File: config.mk
export PLATFORM = sky130hd
export DESIGN_NAME = uart_rx_frame_ctrl_flat
export DESIGN_NICKNAME = d
export VERILOG_FILES = /design/src/rtl/uart_rx_frame_ctrl_pkg.sv /design/src/rtl/uart_rx_frame_ctrl_if.sv /design/src/rtl/uart_rx_majority_sampler.sv /design/src/rtl/uart_rx_frame_ctrl.sv /design/src/flat_wrapper.sv
export SDC_FILE = /design/constraint.sdc
export NUM_CORES = 1
export LEC_CHECK = 0
export ABC_AREA = 0
export CAP_MARGIN = 15
export CORE_MARGIN = 5
export CORE_UTILIZATION = 51
export CTS_BUF_LIST = sky130_fd_sc_hd__clkbuf_16
export DETAILED_ROUTE_END_ITERATION = 8
export PLACE_DENSITY = 0.85
export RECOVER_POWER = 25
export SYNTH_ARGS = -nofsm -noshare
export SYNTH_HDL_FRONTEND = slang
export SYNTH_SLANG_ARGS = --single-unit
File: constraint.sdc
create_clock -name CLK -period 2.3 [get_ports CLK]
set_clock_uncertainty 0.1 [all_clocks]
set_input_delay 0.23 -clock CLK [delete_from_list [all_inputs] [get_ports CLK]]
set_output_delay 0.23 -clock CLK [all_outputs]
set_load 0.01 [all_outputs]
File: src/rtl/uart_rx_frame_ctrl_pkg.sv
// Shared definitions for the UART receive frame controller.
package uart_rx_pkg;

    // Frame controller states, binary encoded
    typedef enum logic [2:0] {
        ST_IDLE     = 3'd0,
        ST_START    = 3'd1,
        ST_DATA     = 3'd2,
        ST_PARITY   = 3'd3,
        ST_STOP     = 3'd4,
        ST_BRK_WAIT = 3'd5
    } rx_state_t;

    // par_mode encodings; 2'b11 also behaves as no parity
    localparam logic [1:0] PAR_NONE = 2'b00;
    localparam logic [1:0] PAR_EVEN = 2'b01;
    localparam logic [1:0] PAR_ODD  = 2'b10;

    // Supported oversampling ratios
    localparam int unsigned PRESCALE_8  = 8;
    localparam int unsigned PRESCALE_16 = 16;
    localparam int unsigned PRESCALE_32 = 32;

    // Data length used when the requested one is out of range
    localparam logic [3:0] DATA_LEN_DEFAULT = 4'd8;

    // Maps a requested oversampling ratio onto a supported one (fallback 8)
    function automatic logic [5:0] decode_prescale(input int unsigned p);
        if (p == PRESCALE_16) return 6'(PRESCALE_16);
        if (p == PRESCALE_32) return 6'(PRESCALE_32);
        return 6'(PRESCALE_8);
    endfunction

endpackage

File: src/rtl/uart_rx_frame_ctrl_if.sv
// Received-frame handshake between the frame controller and its consumer.
interface uart_rx_frame_ctrl_if #(
    parameter int unsigned DATA_W_MAX = 9
);
    logic [DATA_W_MAX-1:0] rx_data;
    logic                  rx_valid;
    logic                  rx_ready;
    logic                  par_err;
    logic                  frm_err;

    modport master (output rx_data, output rx_valid, output par_err, output frm_err,
                    input  rx_ready);
    modport slave  (input  rx_data, input  rx_valid, input  par_err, input  frm_err,
                    output rx_ready);
endinterface

File: src/rtl/uart_rx_majority_sampler.sv
// Three-sample capture around mid-bit with a registered 2-of-3 vote.
module uart_rx_majority_sampler (
    input  logic       CLK,
    input  logic       RST,
    input  logic [5:0] edge_cnt,
    input  logic [5:0] prescale,
    input  logic       RX_IN,
    output logic       vote,
    output logic       vote_vld
);

    logic [5:0] half;
    logic       s0;
    logic       s1;

    assign half = prescale >> 1;

    // Capture samples at P/2-1 and P/2, vote with the P/2+1 sample
    always_ff @(posedge CLK or posedge RST) begin
        if (RST) begin
            s0       <= 1'b0;
            s1       <= 1'b0;
            vote     <= 1'b0;
            vote_vld <= 1'b0;
        end else begin
            vote_vld <= 1'b0;
            if (edge_cnt == half - 6'd1) s0 <= RX_IN;
            if (edge_cnt == half)        s1 <= RX_IN;
            if (edge_cnt == half + 6'd1) begin
                vote     <= (s0 & s1) | (s0 & RX_IN) | (s1 & RX_IN);
                vote_vld <= 1'b1;
            end
        end
    end

endmodule

File: src/rtl/uart_rx_frame_ctrl.sv
// UART receive frame controller: run-time configurable framing, break and
// overrun detection, valid/ready delivery of received words.
module uart_rx_frame_ctrl
    import uart_rx_pkg::*;
#(
    parameter int unsigned DATA_W_MAX = 9,
    parameter int unsigned PRESCALE_W = 6
) (
    input  logic                  CLK,
    input  logic                  RST,
    input  logic                  RX_IN,
    input  logic [PRESCALE_W-1:0] Prescale,
    input  logic [3:0]            data_len,
    input  logic [1:0]            par_mode,
    input  logic                  two_stop,
    uart_rx_frame_ctrl_if.master  rx_if,
    output logic                  brk_det,
    output logic                  ovr_err,
    output logic                  busy
);

    rx_state_t             state, next_state;
    logic [5:0]            edge_cnt, p_lat;
    logic [3:0]            bit_cnt, dlen_lat, dlen_dec;
    logic [1:0]            pmode_lat;
    logic                  two_stop_lat, stop_cnt;
    logic [DATA_W_MAX-1:0] shreg;
    logic                  all_zero, par_bad, frm_bad;
    logic                  vote, vote_vld;
    logic                  bit_end, last_data, last_stop, par_en, start_det;
    logic                  frame_end, brk_hit;

    assign dlen_dec  = (data_len >= 4'd5 && 32'(data_len) <= DATA_W_MAX) ? data_len
                                                                         : DATA_LEN_DEFAULT;
    assign bit_end   = (edge_cnt == p_lat - 6'd1);
    assign last_data = (bit_cnt == dlen_lat - 4'd1);
    assign last_stop = (stop_cnt == two_stop_lat);
    assign par_en    = (pmode_lat == PAR_EVEN) || (pmode_lat == PAR_ODD);
    assign start_det = (state == ST_IDLE) && !RX_IN;
    assign busy      = (state != ST_IDLE);

    uart_rx_majority_sampler u_sampler (
        .CLK      (CLK),
        .RST      (RST),
        .edge_cnt (edge_cnt),
        .prescale (p_lat),
        .RX_IN    (RX_IN),
        .vote     (vote),
        .vote_vld (vote_vld)
    );

    // State register
    always_ff @(posedge CLK or posedge RST) begin
        if (RST) state <= ST_IDLE;
        else     state <= next_state;
    end

    // Next-state logic plus frame-end and break strobes
    always_comb begin
        next_state = state;
        frame_end  = 1'b0;
        brk_hit    = 1'b0;
        case (state)
            ST_IDLE:     if (!RX_IN) next_state = ST_START;
            ST_START: begin
                if (vote_vld && vote) next_state = ST_IDLE;
                else if (bit_end)     next_state = ST_DATA;
            end
            ST_DATA:     if (bit_end && last_data) next_state = par_en ? ST_PARITY : ST_STOP;
            ST_PARITY:   if (bit_end) next_state = ST_STOP;
            ST_STOP: begin
                // The held vote at P-1 is this stop bit's vote
                if (bit_end) begin
                    if (!stop_cnt && all_zero && !vote) begin
                        brk_hit    = 1'b1;
                        next_state = ST_BRK_WAIT;
                    end else if (last_stop) begin
                        frame_end  = 1'b1;
                        next_state = ST_IDLE;
                    end
                end
            end
            ST_BRK_WAIT: if (RX_IN) next_state = ST_IDLE;
            default:     next_state = ST_IDLE;
        endcase
    end

    // Config latch, bit timing counters, deserialiser and error accumulation
    always_ff @(posedge CLK or posedge RST) begin
        if (RST) begin
            edge_cnt     <= '0;
            bit_cnt      <= '0;
            stop_cnt     <= 1'b0;
            p_lat        <= '0;
            dlen_lat     <= '0;
            pmode_lat    <= '0;
            two_stop_lat <= 1'b0;
            shreg        <= '0;
            all_zero     <= 1'b0;
            par_bad      <= 1'b0;
            frm_bad      <= 1'b0;
        end else if (start_det) begin
            // Detection cycle is edge 0, so the first START cycle is edge 1
            edge_cnt     <= 6'd1;
            bit_cnt      <= '0;
            stop_cnt     <= 1'b0;
            p_lat        <= decode_prescale(32'(Prescale));
            dlen_lat     <= dlen_dec;
            pmode_lat    <= par_mode;
            two_stop_lat <= two_stop;
            shreg        <= '0;
            all_zero     <= 1'b1;
            par_bad      <= 1'b0;
            frm_bad      <= 1'b0;
        end else if (next_state == ST_IDLE || next_state == ST_BRK_WAIT) begin
            edge_cnt <= '0;
        end else begin
            edge_cnt <= bit_end ? '0 : edge_cnt + 6'd1;
            case (state)
                ST_DATA: begin
                    if (vote_vld) begin
                        shreg[bit_cnt] <= vote;
                        if (vote) all_zero <= 1'b0;
                    end
                    if (bit_end) bit_cnt <= bit_cnt + 4'd1;
                end
                ST_PARITY: begin
                    if (vote_vld) begin
                        if (vote) all_zero <= 1'b0;
                        par_bad <= (pmode_lat == PAR_ODD) ? ~(^shreg ^ vote) : (^shreg ^ vote);
                    end
                end
                ST_STOP: begin
                    if (vote_vld && !vote) frm_bad <= 1'b1;
                    if (bit_end) stop_cnt <= stop_cnt + 1'b1;
                end
                default: ;
            endcase
        end
    end

    // Output holding register, handshake and one-cycle event pulses
    always_ff @(posedge CLK or posedge RST) begin
        if (RST) begin
            rx_if.rx_data  <= '0;
            rx_if.rx_valid <= 1'b0;
            rx_if.par_err  <= 1'b0;
            rx_if.frm_err  <= 1'b0;
            brk_det        <= 1'b0;
            ovr_err        <= 1'b0;
        end else begin
            brk_det <= brk_hit;
            ovr_err <= 1'b0;
            if (rx_if.rx_valid && rx_if.rx_ready) rx_if.rx_valid <= 1'b0;
            if (frame_end) begin
                if (!rx_if.rx_valid || rx_if.rx_ready) begin
                    rx_if.rx_data  <= shreg;
                    rx_if.par_err  <= par_bad;
                    rx_if.frm_err  <= frm_bad;
                    rx_if.rx_valid <= 1'b1;
                end else begin
                    ovr_err <= 1'b1;
                end
            end
        end
    end

endmodule

File: src/flat_wrapper.sv
// flat-port wrapper written by rule: the top's interface ports become plain ports
module uart_rx_frame_ctrl_flat import uart_rx_pkg::*;
#(
    parameter int unsigned DATA_W_MAX = 9,
    parameter int unsigned PRESCALE_W = 6
)
  (CLK, RST, RX_IN, Prescale, data_len, par_mode, two_stop, brk_det, ovr_err, busy, rx_if_rx_data, rx_if_rx_valid, rx_if_par_err, rx_if_frm_err, rx_if_rx_ready);
  uart_rx_frame_ctrl_if #(.DATA_W_MAX(DATA_W_MAX)) rx_if_i ();
  input  logic CLK;
  input  logic RST;
  input  logic RX_IN;
  input  logic [PRESCALE_W-1:0] Prescale;
  input  logic [3:0] data_len;
  input  logic [1:0] par_mode;
  input  logic two_stop;
  output logic brk_det;
  output logic ovr_err;
  output logic busy;
  output wire logic [$bits(rx_if_i.rx_data)-1:0] rx_if_rx_data;
  output wire logic [$bits(rx_if_i.rx_valid)-1:0] rx_if_rx_valid;
  output wire logic [$bits(rx_if_i.par_err)-1:0] rx_if_par_err;
  output wire logic [$bits(rx_if_i.frm_err)-1:0] rx_if_frm_err;
  input wire logic [$bits(rx_if_i.rx_ready)-1:0] rx_if_rx_ready;
  assign rx_if_rx_data = rx_if_i.rx_data;
  assign rx_if_rx_valid = rx_if_i.rx_valid;
  assign rx_if_par_err = rx_if_i.par_err;
  assign rx_if_frm_err = rx_if_i.frm_err;
  assign rx_if_i.rx_ready = rx_if_rx_ready;
  uart_rx_frame_ctrl #(.DATA_W_MAX(DATA_W_MAX), .PRESCALE_W(PRESCALE_W)) u_core (.CLK(CLK), .RST(RST), .RX_IN(RX_IN), .Prescale(Prescale), .data_len(data_len), .par_mode(par_mode), .two_stop(two_stop), .rx_if(rx_if_i), .brk_det(brk_det), .ovr_err(ovr_err), .busy(busy));
endmodule
==> summary.txt, run 1 <==
Clocking
  – # hold bufs at CTS: 0
  – Root buffer cell: clkbuf_16
  – CTS tree: built
  – CTS Buffer Depth: 2
  – Reg clk slew, reported paths: 70 ps
  – Sink Count: 54
  – Num CTS Buffers: 5
  – Htree depth: 2
  – Worst skew pair latency: 290 ps

Final layout
  – Area of the multi-input gates: 1480 µm²
  – Most frequent cells in the layout: 54 x dfrtp_1, 36 x buf_4, 31 x nand2_1
  – Area delta synth->final: 30.5%
  – Fill cell count: 387
  – Final Non-Filler Cells: 415
  – Fin nets: 369
  – Post-Route Utilization: 0.681
  – Register area: 1350 µm²
  – Most common cell after layout, fill and taps aside: dfrtp_1
  – Layout cell share with drive strength beyond 1: 0.227
  – Number of diodes: 0
  – Post-route cell area: 3730 µm²

Logic synthesis
  – Ys Warns: 0
  – Synth async-reset ratio: 1.00
  – Mapped cell area: 2860 µm²
  – Net Count, Synth: 302
  – Share of the yosys chip area belonging to registers: 0.473
  – Mean Syn Cell Area: 10.4 µm²
  – EDFF count, synth: 0
  – Yosys reg bits: 54
  – Yosys cell types: 48
  – Mapped Cells: 275
  – Most used flip-flop cell after synthesis: dfrtp_1

Floorplanning
  – Ports: 32
  – Die height: 84.8 µm
  – Chip width: 84.8 µm
  – Row count: 27
  – Die Area: 7200 µm²
  – Starting Density: 0.522
  – Core area: 5470 µm²

Outcome
  – Outcome: finished with violations
  – Failing checks: setup timing

Global routing
  – Congestion Overflow GR: 0
  – First-pass GRT wire length: 11,000 µm
  – Largest net degree at the start of global routing: 33
  – Vias in the first global route: 2,345
  – GRT Util Overall: 0.189
  – Initial antenna violation count: 0

Pwr
  – Total power: 0.00344 W
  – Peak VDD IR: 0.481 mV
  – PD cells: 923 nW/µm²
  – Lkg Pwr: 1.71 nW

STA
  – RSZ-0062 raised after global routing: true
  – Hold_ws: 369 ps
  – Worst rel slew slack: 0.430
  – # setup viols final: 8
  – Tmin final: 2410 ps
  – Fmax: 0.415 GHz
  – Tcrit/Tclk final: 1.05
  – Slew @ Worst Pin: 853 ps
  – Slew Limit Fails: 0
  – Final Hold Viols: 0
  – Final worst setup slack: -107 ps

Worst setup path
  – Critical Path Fanout Max: 4
  – Slowest stage delay, CP: 400 ps
  – Critical Path RT: 2420 ps
  – Critical Path Slowest Stage Cell: dfrtp_1
  – Crit. End Element: flop
  – Crit path cell chain: inv_2, ha_4, xor2_2, and4_4, mux2_4, and2_4, a211o_1, buf_6, nor3_2
  – Worst Path Arrival: 2520 ps
  – Startpoint Class: flop
  – Top Family by Delay on Critical Path: simple AND/OR/NAND/NOR gates
  – Critical path type: reg -> reg
  – CP bufs+invs: 2

Place
  – Placement-stage cell area: 3510 µm²
  – GP Congestion: 0.999
  – Placed Cells: 401
  – Final HPWL DP: 4790 µm
  – IO buf count: 31

Drt
  – Via count: 2,296
  – Antenna viol nets, final: 0
  – Initial drt markers: 199
  – Wire length per cell: 16.0 µm
  – Initial DRT Pass Iterations: 4
  – DR vias/cell: 5.53
  – Final wirelength: 6640 µm
  – DRC: 0

Min path
  – Worst Hold Class: in -> reg

Run
  – Max_cap viols: 0
routing by layer:
layer	GRT usage	wire, µm
met1	0.233	2790
met4	0.0763	198
met2	0.322	3370
met5	0	0
met3	0.0437	282
final cells by class:
| type | instances | share of cell area |
|---|---|---|
| multi-input combinational | 199 | 0.396 |
| clock buffer | 5 | 0.0336 |
| clock inverter | 3 | 0.00571 |
| tap | 72 | 0.0242 |
| sequential | 54 | 0.363 |
| inverter | 12 | 0.0121 |
| timing repair buffer | 70 | 0.166 |
cell families after synthesis:
group | synth area share
mux | 0.0640
compound gates | 0.101
buf+inv | 0.0298
fa+ha+maj | 0.0473
simple gates | 0.175
flops | 0.473
xor+xnor | 0.109
sequential cells by signal, summed over array words and instances (netlist names), 2 cells and up:
register and count:
u_core.bit_cnt 4, u_core.dlen_lat 4, u_core.edge_cnt 6, u_core.p_lat 3, u_core.pmode_lat 2, u_core.rx_if.rx_data 9
u_core.shreg 9, u_core.state 3
final timing paths:
check | startpoint | to | slack (ps) | cells past startpoint
max | u_core.p_lat[4]$_DFFE_PP0P_ | u_core.edge_cnt[5]$_DFF_PP0_ | -110 | 9
min | two_stop | u_core.two_stop_lat$_DFFE_PP0P_ | 370 | 3
max reg2reg | u_core.p_lat[4]$_DFFE_PP0P_ | u_core.edge_cnt[5]$_DFF_PP0_ | -110 | 9
min reg2reg | u_core.rx_if.rx_data[5]$_DFFE_PP0P_ | u_core.rx_if.rx_data[5]$_DFFE_PP0P_ | 400 | 1
max in group asynchronous | RST | u_core.all_zero$_DFFE_PP0P_ | 430 | 3
min in group asynchronous | RST | u_core.rx_if.rx_data[8]$_DFFE_PP0P_ | 440 | 2
cell usage after synthesis, drive strengths merged (6+ instances only):
| library cell | n | area, µm² |
|---|---|---|
| mux2 | 15 | 173 |
| xnor2 | 23 | 201 |
| dfrtp | 54 | 1350 |
| nand2b | 8 | 50.1 |
| inv | 12 | 45.0 |
| clkbuf | 8 | 30.0 |
| o21ai | 11 | 55.1 |
| nor2 | 20 | 75.1 |
| xor2 | 10 | 87.6 |
| a32o | 8 | 80.1 |
| nand2 | 31 | 116 |
| ha | 10 | 125 |
| nor3 | 6 | 30.0 |
through the flow:
step                TNS (ps)  setup slack, ps
finish                  -592             -107
global route           -1130             -172
floorplan               -208             -164
global placement        -486             -120
detailed placement      -966             -180
CTS                     -330            -74.8
repair_timing:
item	4_1_cts	5_1_grt
setup buffers	2	4
pin swaps	3	1
endpoints found under the setup margin	8	8
gates resized for setup	8	2
cloned	0	0
tightest hold or removal path, cell delays in order:
cell and delay [ps]:
clkdlybuf4s50_1 400, nand2_1 60, nand2_1 40
power by group:
| part | total (W) | internal (W) | switching (W) |
|---|---|---|---|
| combinational | 0.00148 | 0.000761 | 0.000723 |
| clock | 0.000745 | 0.000404 | 0.000342 |
| sequential | 0.00121 | 0.00110 | 0.000107 |
| total | 0.00344 | 0.00227 | 0.00117 |
Note: power is estimated with default switching activity, not from simulation.
==> run 2: changes to the inputs <==
Settings changed: ABC_AREA 0 to 1, CORE_MARGIN 5 to not set, SLEW_MARGIN set to 20.
==> run 2 against run 1 <==
Effect of this change:
- final cell count increased by 19%
- flip-flop and latch count unchanged
- sequential power increased by 22%
- global-route usage increased by 3.3 points
- design area decreased by 1.6%
- synthesized cell count increased by 38%
- critical endpoint is now u_core.edge_cnt[0]$_DFF_PP0_
- the run now ends clean
- largest power group unchanged
- highest routed layer unchanged
- first-iteration DRC count decreased by 17%
- sequential share of layout area increased by 0.61 points
- clock power increased by 5.4%
- register-to-register slack improved by 270 ps
==> summary.txt, run 2 <==
Outcome
  – Outcome: finished clean

Logic synthesis
  – EDFF count, synth: 0
  – Post-synthesis mux area share: 0
  – Simple-Gate Fraction of Synth Area: 0.255
  – Mapped cell area: 3050 µm²
  – Yosys cell types: 36
  – Most used flip-flop cell after synthesis: dfrtp_1
  – Adder-cell area share of the yosys netlist: 0.0410
  – Top cells by area, synth: dfrtp_1 44%, nand2_1 10%, inv_1 6.5%
  – Synth async-reset ratio: 1.00
  – Xor and xnor fraction of the mapped netlist area: 0.0459
  – Share of the synthesized area in the top cell type: 0.443
  – Net Count, Synth: 406
  – Ys Warns: 0
  – Mean Syn Cell Area: 8.05 µm²
  – Top-count cell post-synth: nand2_1
  – Post-synthesis compound-gate area fraction: 0.129
  – Share of the yosys chip area belonging to registers: 0.443
  – Leading area contributor after synthesis: dfrtp_1
  – Top post-synthesis cells by count: 82 x nand2_1, 54 x dfrtp_1, 53 x inv_1
  – Largest family of logic cells by synthesized area: simple AND/OR/NAND/NOR gates
  – Mapped Cells: 379
  – Yosys reg bits: 54

Drt
  – Via count: 2,595
  – DRC: 0
  – Initial drt markers: 166
  – DR vias/cell: 5.25
  – Wire length per cell: 12.6 µm
  – Final wirelength: 6210 µm
  – Initial DRT Pass Iterations: 4
  – Antenna viol nets, final: 0

Global routing
  – First-pass GRT wire length: 10,700 µm
  – Initial antenna violation count: 0
  – Largest net degree at the start of global routing: 28
  – Vias in the first global route: 2,393
  – Congestion Overflow GR: 0
  – GRT Util Overall: 0.222

STA
  – Tcrit/Tclk final: 0.929
  – Tmin final: 2140 ps
  – Slew @ Worst Pin: 1040 ps
  – Hold_ws: 361 ps
  – Fmax: 0.468 GHz
  – Slew Limit Fails: 0
  – Worst rel slew slack: 0.309
  – # setup viols final: 0
  – Final Hold Viols: 0

Worst setup path
  – Critical path type: reg -> reg
  – Critical Path RT: 2370 ps
  – Crit. End Element: flop
  – Startpoint Class: flop
  – Critical Path Fanout Max: 5
  – Worst Path Arrival: 2210 ps

Min path
  – Worst Hold Class: in -> reg

Final layout
  – Largest registers: u_core.rx_if.rx_data (9), u_core.shreg (9), u_core.edge_cnt (6)
  – Fin nets: 448
  – Layout cell share with drive strength beyond 1: 0.111
  – Most frequent cells in the layout: 82 x nand2_1, 54 x dfrtp_1, 51 x inv_1
  – Register area: 1350 µm²
  – Fill cell count: 471
  – Area delta synth->final: 20.1%
  – Area of the multi-input gates: 1450 µm²
  – Most common cell after layout, fill and taps aside: nand2_1
  – Number of diodes: 0

Clocking
  – CTS tree: built
  – # hold bufs at CTS: 0
  – Reg clk slew, reported paths: 70 ps
  – Root buffer cell: clkbuf_16
  – Worst skew pair latency: 300 ps
  – Htree depth: 2
  – Sink Count: 54
  – CTS Buffer Depth: 2
  – Num CTS Buffers: 5

Floorplanning
  – Row count: 27
  – Die Area: 6290 µm²
  – Core area: 5640 µm²
  – Chip width: 79.3 µm
  – Starting Density: 0.541
  – Die height: 79.3 µm
  – Ports: 32

Run
  – Max_cap viols: 0

Pwr
  – Peak VDD IR: 0.656 mV
  – Register share of total power: 0.333
  – PD cells: 1210 nW/µm²
  – Switching part of the total: 0.437
  – Internal power: 0.00251 W
  – Comb pwr share: 0.491
  – Clock share of power: 0.177
  – NetSw: 0.00194 W
  – Total power: 0.00445 W
  – Lkg Pwr: 1.75 nW

Place
  – GP Congestion: 0.914
  – Final HPWL DP: 4660 µm
  – IO buf count: 31
-- run 2: changes by cell type after synthesis, moves of 6 or more --
| cell | previous run | this run |
|---|---|---|
| o21ai_0 | 11 | 33 |
| xnor2_1 | 23 | 9 |
| nand2_1 | 31 | 82 |
| inv_1 | 12 | 53 |
| mux2_2 | 13 | 0 |
| inv_2 | 0 | 6 |
| a21oi_1 | 3 | 13 |
| nand2b_1 | 8 | 0 |
| o22ai_1 | 0 | 10 |
| a32o_1 | 8 | 0 |
| nand3_1 | 5 | 30 |
-- run 2: final timing paths --
kind / from / slack [ps] / end / cells past startpoint
setup / recovery: u_core.dlen_lat[0]$_DFFE_PP0P_ / 160 / u_core.edge_cnt[0]$_DFF_PP0_ / 11
hold / removal: par_mode[1] / 360 / u_core.pmode_lat[1]$_DFFE_PP0P_ / 3
setup reg to reg: u_core.dlen_lat[0]$_DFFE_PP0P_ / 160 / u_core.edge_cnt[0]$_DFF_PP0_ / 11
hold reg to reg: u_core.rx_if.rx_data[7]$_DFFE_PP0P_ / 380 / u_core.rx_if.rx_data[7]$_DFFE_PP0P_ / 2
max in group asynchronous: RST / 730 / u_core.shreg[8]$_DFFE_PP0P_ / 3
min in group asynchronous: RST / 520 / u_core.ovr_err$_DFF_PP0_ / 2
-- run 2: layer usage --
layer,up-vias,GRT usage,part of all wire,wire length [µm]
met5,-,0,0,0
li1,1314,-,-,-
met1,1197,0.282,0.46,2880
met3,10,0.0391,0.039,241
met2,74,0.375,0.48,2970
met4,0,0.0855,0.018,112
-- run 2: logic make-up (layout without fill, tap and decap cells) --
family	after synthesis	after routing
simple gates	160	160
buf+inv	69	112
flops	54	54
compound gates	70	70
xor+xnor	16	16
fa+ha+maj	10	10
-- run 2: per-stage QoR --
stage | instance area [µm²] | setup TNS (ps) | setup WS [ps] | utilization | std cells
floorplan | 3050 | 0 | 263 | - | 379
global route | 3660 | -5.64 | -5.64 | 0.650 | 494
detailed placement | 3480 | 0 | 81.5 | 0.617 | 483
global placement | 3480 | 0 | 177 | 0.617 | 483
CTS | 3630 | 0 | 51.0 | 0.644 | 491
finish | 3660 | 0 | 163 | 0.650 | 494
-- run 2: power by group through the flow --
| stage | logic (W) | registers, W | clock network [W] |
|---|---|---|---|
| after global routing | 0.00246 | 0.00153 | 0.000844 |
| after floorplan | 0.00168 | 0.00142 | 0 |
| final | 0.00218 | 0.00148 | 0.000785 |
| after detailed placement | 0.00208 | 0.00149 | 0 |
| after global placement | 0.00202 | 0.00148 | 0 |
| after CTS | 0.00210 | 0.00148 | 0.000807 |
-- run 2: timing repair --
item | in CTS | in global routing
buffers inserted | 0 | 3
setup endpoints to repair | 0 | 11
gates resized for setup | 0 | 4
endpoints found under the hold margin | 0 | 0
-- run 2: area by class of cell --
cell class / count / share of cell area
Multi-Input combinational cell: 256 / 0.396
Timing Repair Buffer: 42 / 0.105
Clock inverter: 3 / 0.00785
Clock buffer: 5 / 0.0341
Tap cell: 72 / 0.0246
Inverter: 62 / 0.0635
Sequential cell: 54 / 0.369
-- run 2: critical path, cell delays in order (launching register included) --
cell and delay [ps]:
dfrtp_1 390, inv_1 130, ha_1 270, xnor2_1 130
nor2_1 90, nand2_1 80, nor2_2 170, nand3_1 110
a21oi_2 220, nand3_4 140, nand2_2 120, o21ai_1 60
==> run 3: changes to the inputs <==
--- a/config.mk
+++ b/config.mk
@@ -9,2 +9,3 @@
 export CAP_MARGIN = 15
+export CORE_MARGIN = 1.5
 export CORE_UTILIZATION = 51
--- a/constraint.sdc
+++ b/constraint.sdc
@@ -4,2 +4,2 @@
 set_output_delay 0.23 -clock CLK [all_outputs]
-set_load 0.01 [all_outputs]
+set_load 0.02 [all_outputs]
==> run 3 against run 2 <==
Effect of this change:
- core utilization rose by 0.089 points
- register-to-register slack barely moved
- via count rose by 2.2%
- flip-flop and latch count did not move
- sequential power barely moved
- clock power barely moved
- worst setup slack improved by 2.0 ps
- clock-buffer cell count did not move
- critical path type unchanged
==> summary.txt, run 3 (synthesis gave the netlist of run 2 again) <==
STA
  – Worst rel slew slack: 0.265
  – RSZ-0062 raised after global routing: false
  – Tcrit/Tclk final: 0.928
  – Tmin final: 2130 ps
  – Slew @ Worst Pin: 1100 ps
  – Slew Limit Fails: 0
  – Final Hold Viols: 0
  – Final worst setup slack: 165 ps
  – Fin Setup TNS: 0 ps
  – # setup viols final: 0
  – Fmax: 0.468 GHz

Floorplanning
  – Chip width: 80.3 µm
  – Starting Density: 0.541
  – Ports: 32
  – Core area: 5640 µm²
  – Row count: 27
  – Die Area: 6450 µm²
  – Die height: 80.3 µm

Worst setup path
  – Critical path type: reg -> reg
  – Crit. End Element: flop
  – Critical Path Fanout Max: 10
  – Startpoint Class: flop
  – Critical Path Slowest Stage Cell: dfrtp_1
  – Crit path cell chain: inv_2, ha_4, inv_1, nand2_1, nand2_1, inv_2, nor2_8, nand2_4, a21oi_2, nand3_2, nor2_4, nand3_4, nand2_2, o21ai_1
  – Worst Path Arrival: 2210 ps
  – CP bufs+invs: 3
  – Reg-to-reg startpoint: u_core.p_lat[3]$_DFFE_PP0P_
  – Top Family by Delay on Critical Path: simple AND/OR/NAND/NOR gates
  – Critical Path RT: 2380 ps
  – Slowest stage delay, CP: 410 ps
  – Critical path origin: u_core.p_lat[3]$_DFFE_PP0P_

Final layout
  – Number of diodes: 0
  – Area of the multi-input gates: 1450 µm²
  – Largest registers: u_core.rx_if.rx_data (9), u_core.shreg (9), u_core.edge_cnt (6)
  – Fin nets: 449
  – Fill cell count: 457
  – Final Non-Filler Cells: 495
  – Most frequent cells in the layout: 82 x nand2_1, 54 x dfrtp_1, 51 x inv_1
  – Register area: 1350 µm²
  – Layout cell share with drive strength beyond 1: 0.113
  – Post-route cell area: 3670 µm²
  – Most common cell after layout, fill and taps aside: nand2_1
  – Area delta synth->final: 20.3%

Global routing
  – Congestion Overflow GR: 0
  – First-pass GRT wire length: 11,500 µm
  – Met2 GRT Util: 0.408
  – Largest net degree at the start of global routing: 29
  – Initial antenna violation count: 0
  – Vias in the first global route: 2,549
  – Met1 Track Usage GR: 0.279
  – Global-route met3 utilization: 0.0341
  – GRT Util Overall: 0.229
  – Global route hottest layer: met2

Pwr
  – Peak VDD IR: 0.642 mV
  – Clock share of power: 0.175
  – PD cells: 1230 nW/µm²
  – Switching part of the total: 0.442
  – Lkg Pwr: 1.75 nW
  – Register share of total power: 0.332
  – Comb pwr share: 0.493
  – NetSw: 0.00199 W
  – Total power: 0.00450 W
  – Internal power: 0.00251 W

Min path
  – Min-delay src: u_core.u_sampler.s1$_DFFE_PP0N_
  – Worst Hold Class: reg -> reg

Place
  – Setup WS pre-CTS: 101 ps
  – IO buf count: 31
  – GP Congestion: 0.904
  – Placed Cells: 483
  – Placement-stage cell area: 3480 µm²
  – Final HPWL DP: 4890 µm

Drt
  – DR vias/cell: 5.36
  – DRC: 0
  – Initial DRT Pass Iterations: 4
  – Wire length per cell: 13.5 µm
  – Antenna viol nets, final: 0
  – Initial drt markers: 197
  – Final wirelength: 6690 µm
  – Via count: 2,651

Clocking
  – Root buffer cell: clkbuf_16
  – CTS Buffer Depth: 2
  – CTS tree: built
  – Sink Count: 54
  – Worst skew pair latency: 290 ps
  – Htree depth: 2
  – Num CTS Buffers: 5
  – Reg clk slew, reported paths: 80 ps
  – # hold bufs at CTS: 0

Run
  – Max_cap viols: 0

Outcome
  – Outcome: finished clean
[run 3: changes by cell type in the layout (fill, tap and decap cells not counted), sizes merged]
cell,previous run,this run
buf,9,10
[run 3: routing by layer]
| metal | wire length, µm | share of wire |
|---|---|---|
| met1 | 2990 | 0.45 |
| met2 | 3320 | 0.50 |
| met3 | 224 | 0.033 |
| met4 | 165 | 0.025 |
| met5 | 0 | 0 |
[run 3: worst register-to-register path, cell delays in order (launching register included)]
cell and delay (ps):
dfrtp_1 410, inv_2 120, ha_4 220, inv_1 50
nand2_1 40, nand2_1 90, inv_2 60, nor2_8 140
nand2_4 110, a21oi_2 150, nand3_2 100, nor2_4 150
nand3_4 110, nand2_2 110, o21ai_1 60
[run 3: path summary, 6_finish.rpt]
path                       slack, ps  depth (start not counted)                               to
min                              380                          2  u_core.u_sampler.s1$_DFFE_PP0N_
min reg2reg                      380                          2  u_core.u_sampler.s1$_DFFE_PP0N_
max in group asynchronous        700                          3    u_core.bit_cnt[2]$_DFFE_PP0P_
max reg2reg                      170                         14     u_core.edge_cnt[0]$_DFF_PP0_
max                              170                         14     u_core.edge_cnt[0]$_DFF_PP0_
min in group asynchronous        550                          2         u_core.ovr_err$_DFF_PP0_
[run 3: power by group through the flow]
stage | combinational [W] | clock [W] | sequential (W)
finish | 0.00222 | 0.000786 | 0.00149
global route | 0.00250 | 0.000843 | 0.00154
CTS | 0.00213 | 0.000798 | 0.00149
detailed placement | 0.00210 | 0 | 0.00150
global placement | 0.00203 | 0 | 0.00148
floorplan | 0.00169 | 0 | 0.00142
[run 3: final cells by class]
cell class	count	area share
Timing Repair Buffer	43	0.107
Sequential cell	54	0.368
Clock inverter	3	0.00716
Clock buffer	5	0.0341
Tap cell	72	0.0245
Inverter	62	0.0634
Multi-Input combinational cell	256	0.395
[run 3: timing repair]
item / in CTS / in global routing
gates resized for setup: 0 / 4
endpoints found under the setup margin: 0 / 9
buffers inserted: 0 / 4
[run 3: metrics by stage]
step,util,hold WS [ps]
6_report,0.650,385
5_1_grt,0.650,400
4_1_cts,0.644,242
3_5_place_dp,0.617,369
3_3_place_gp,0.617,362
2_1_floorplan,-,240
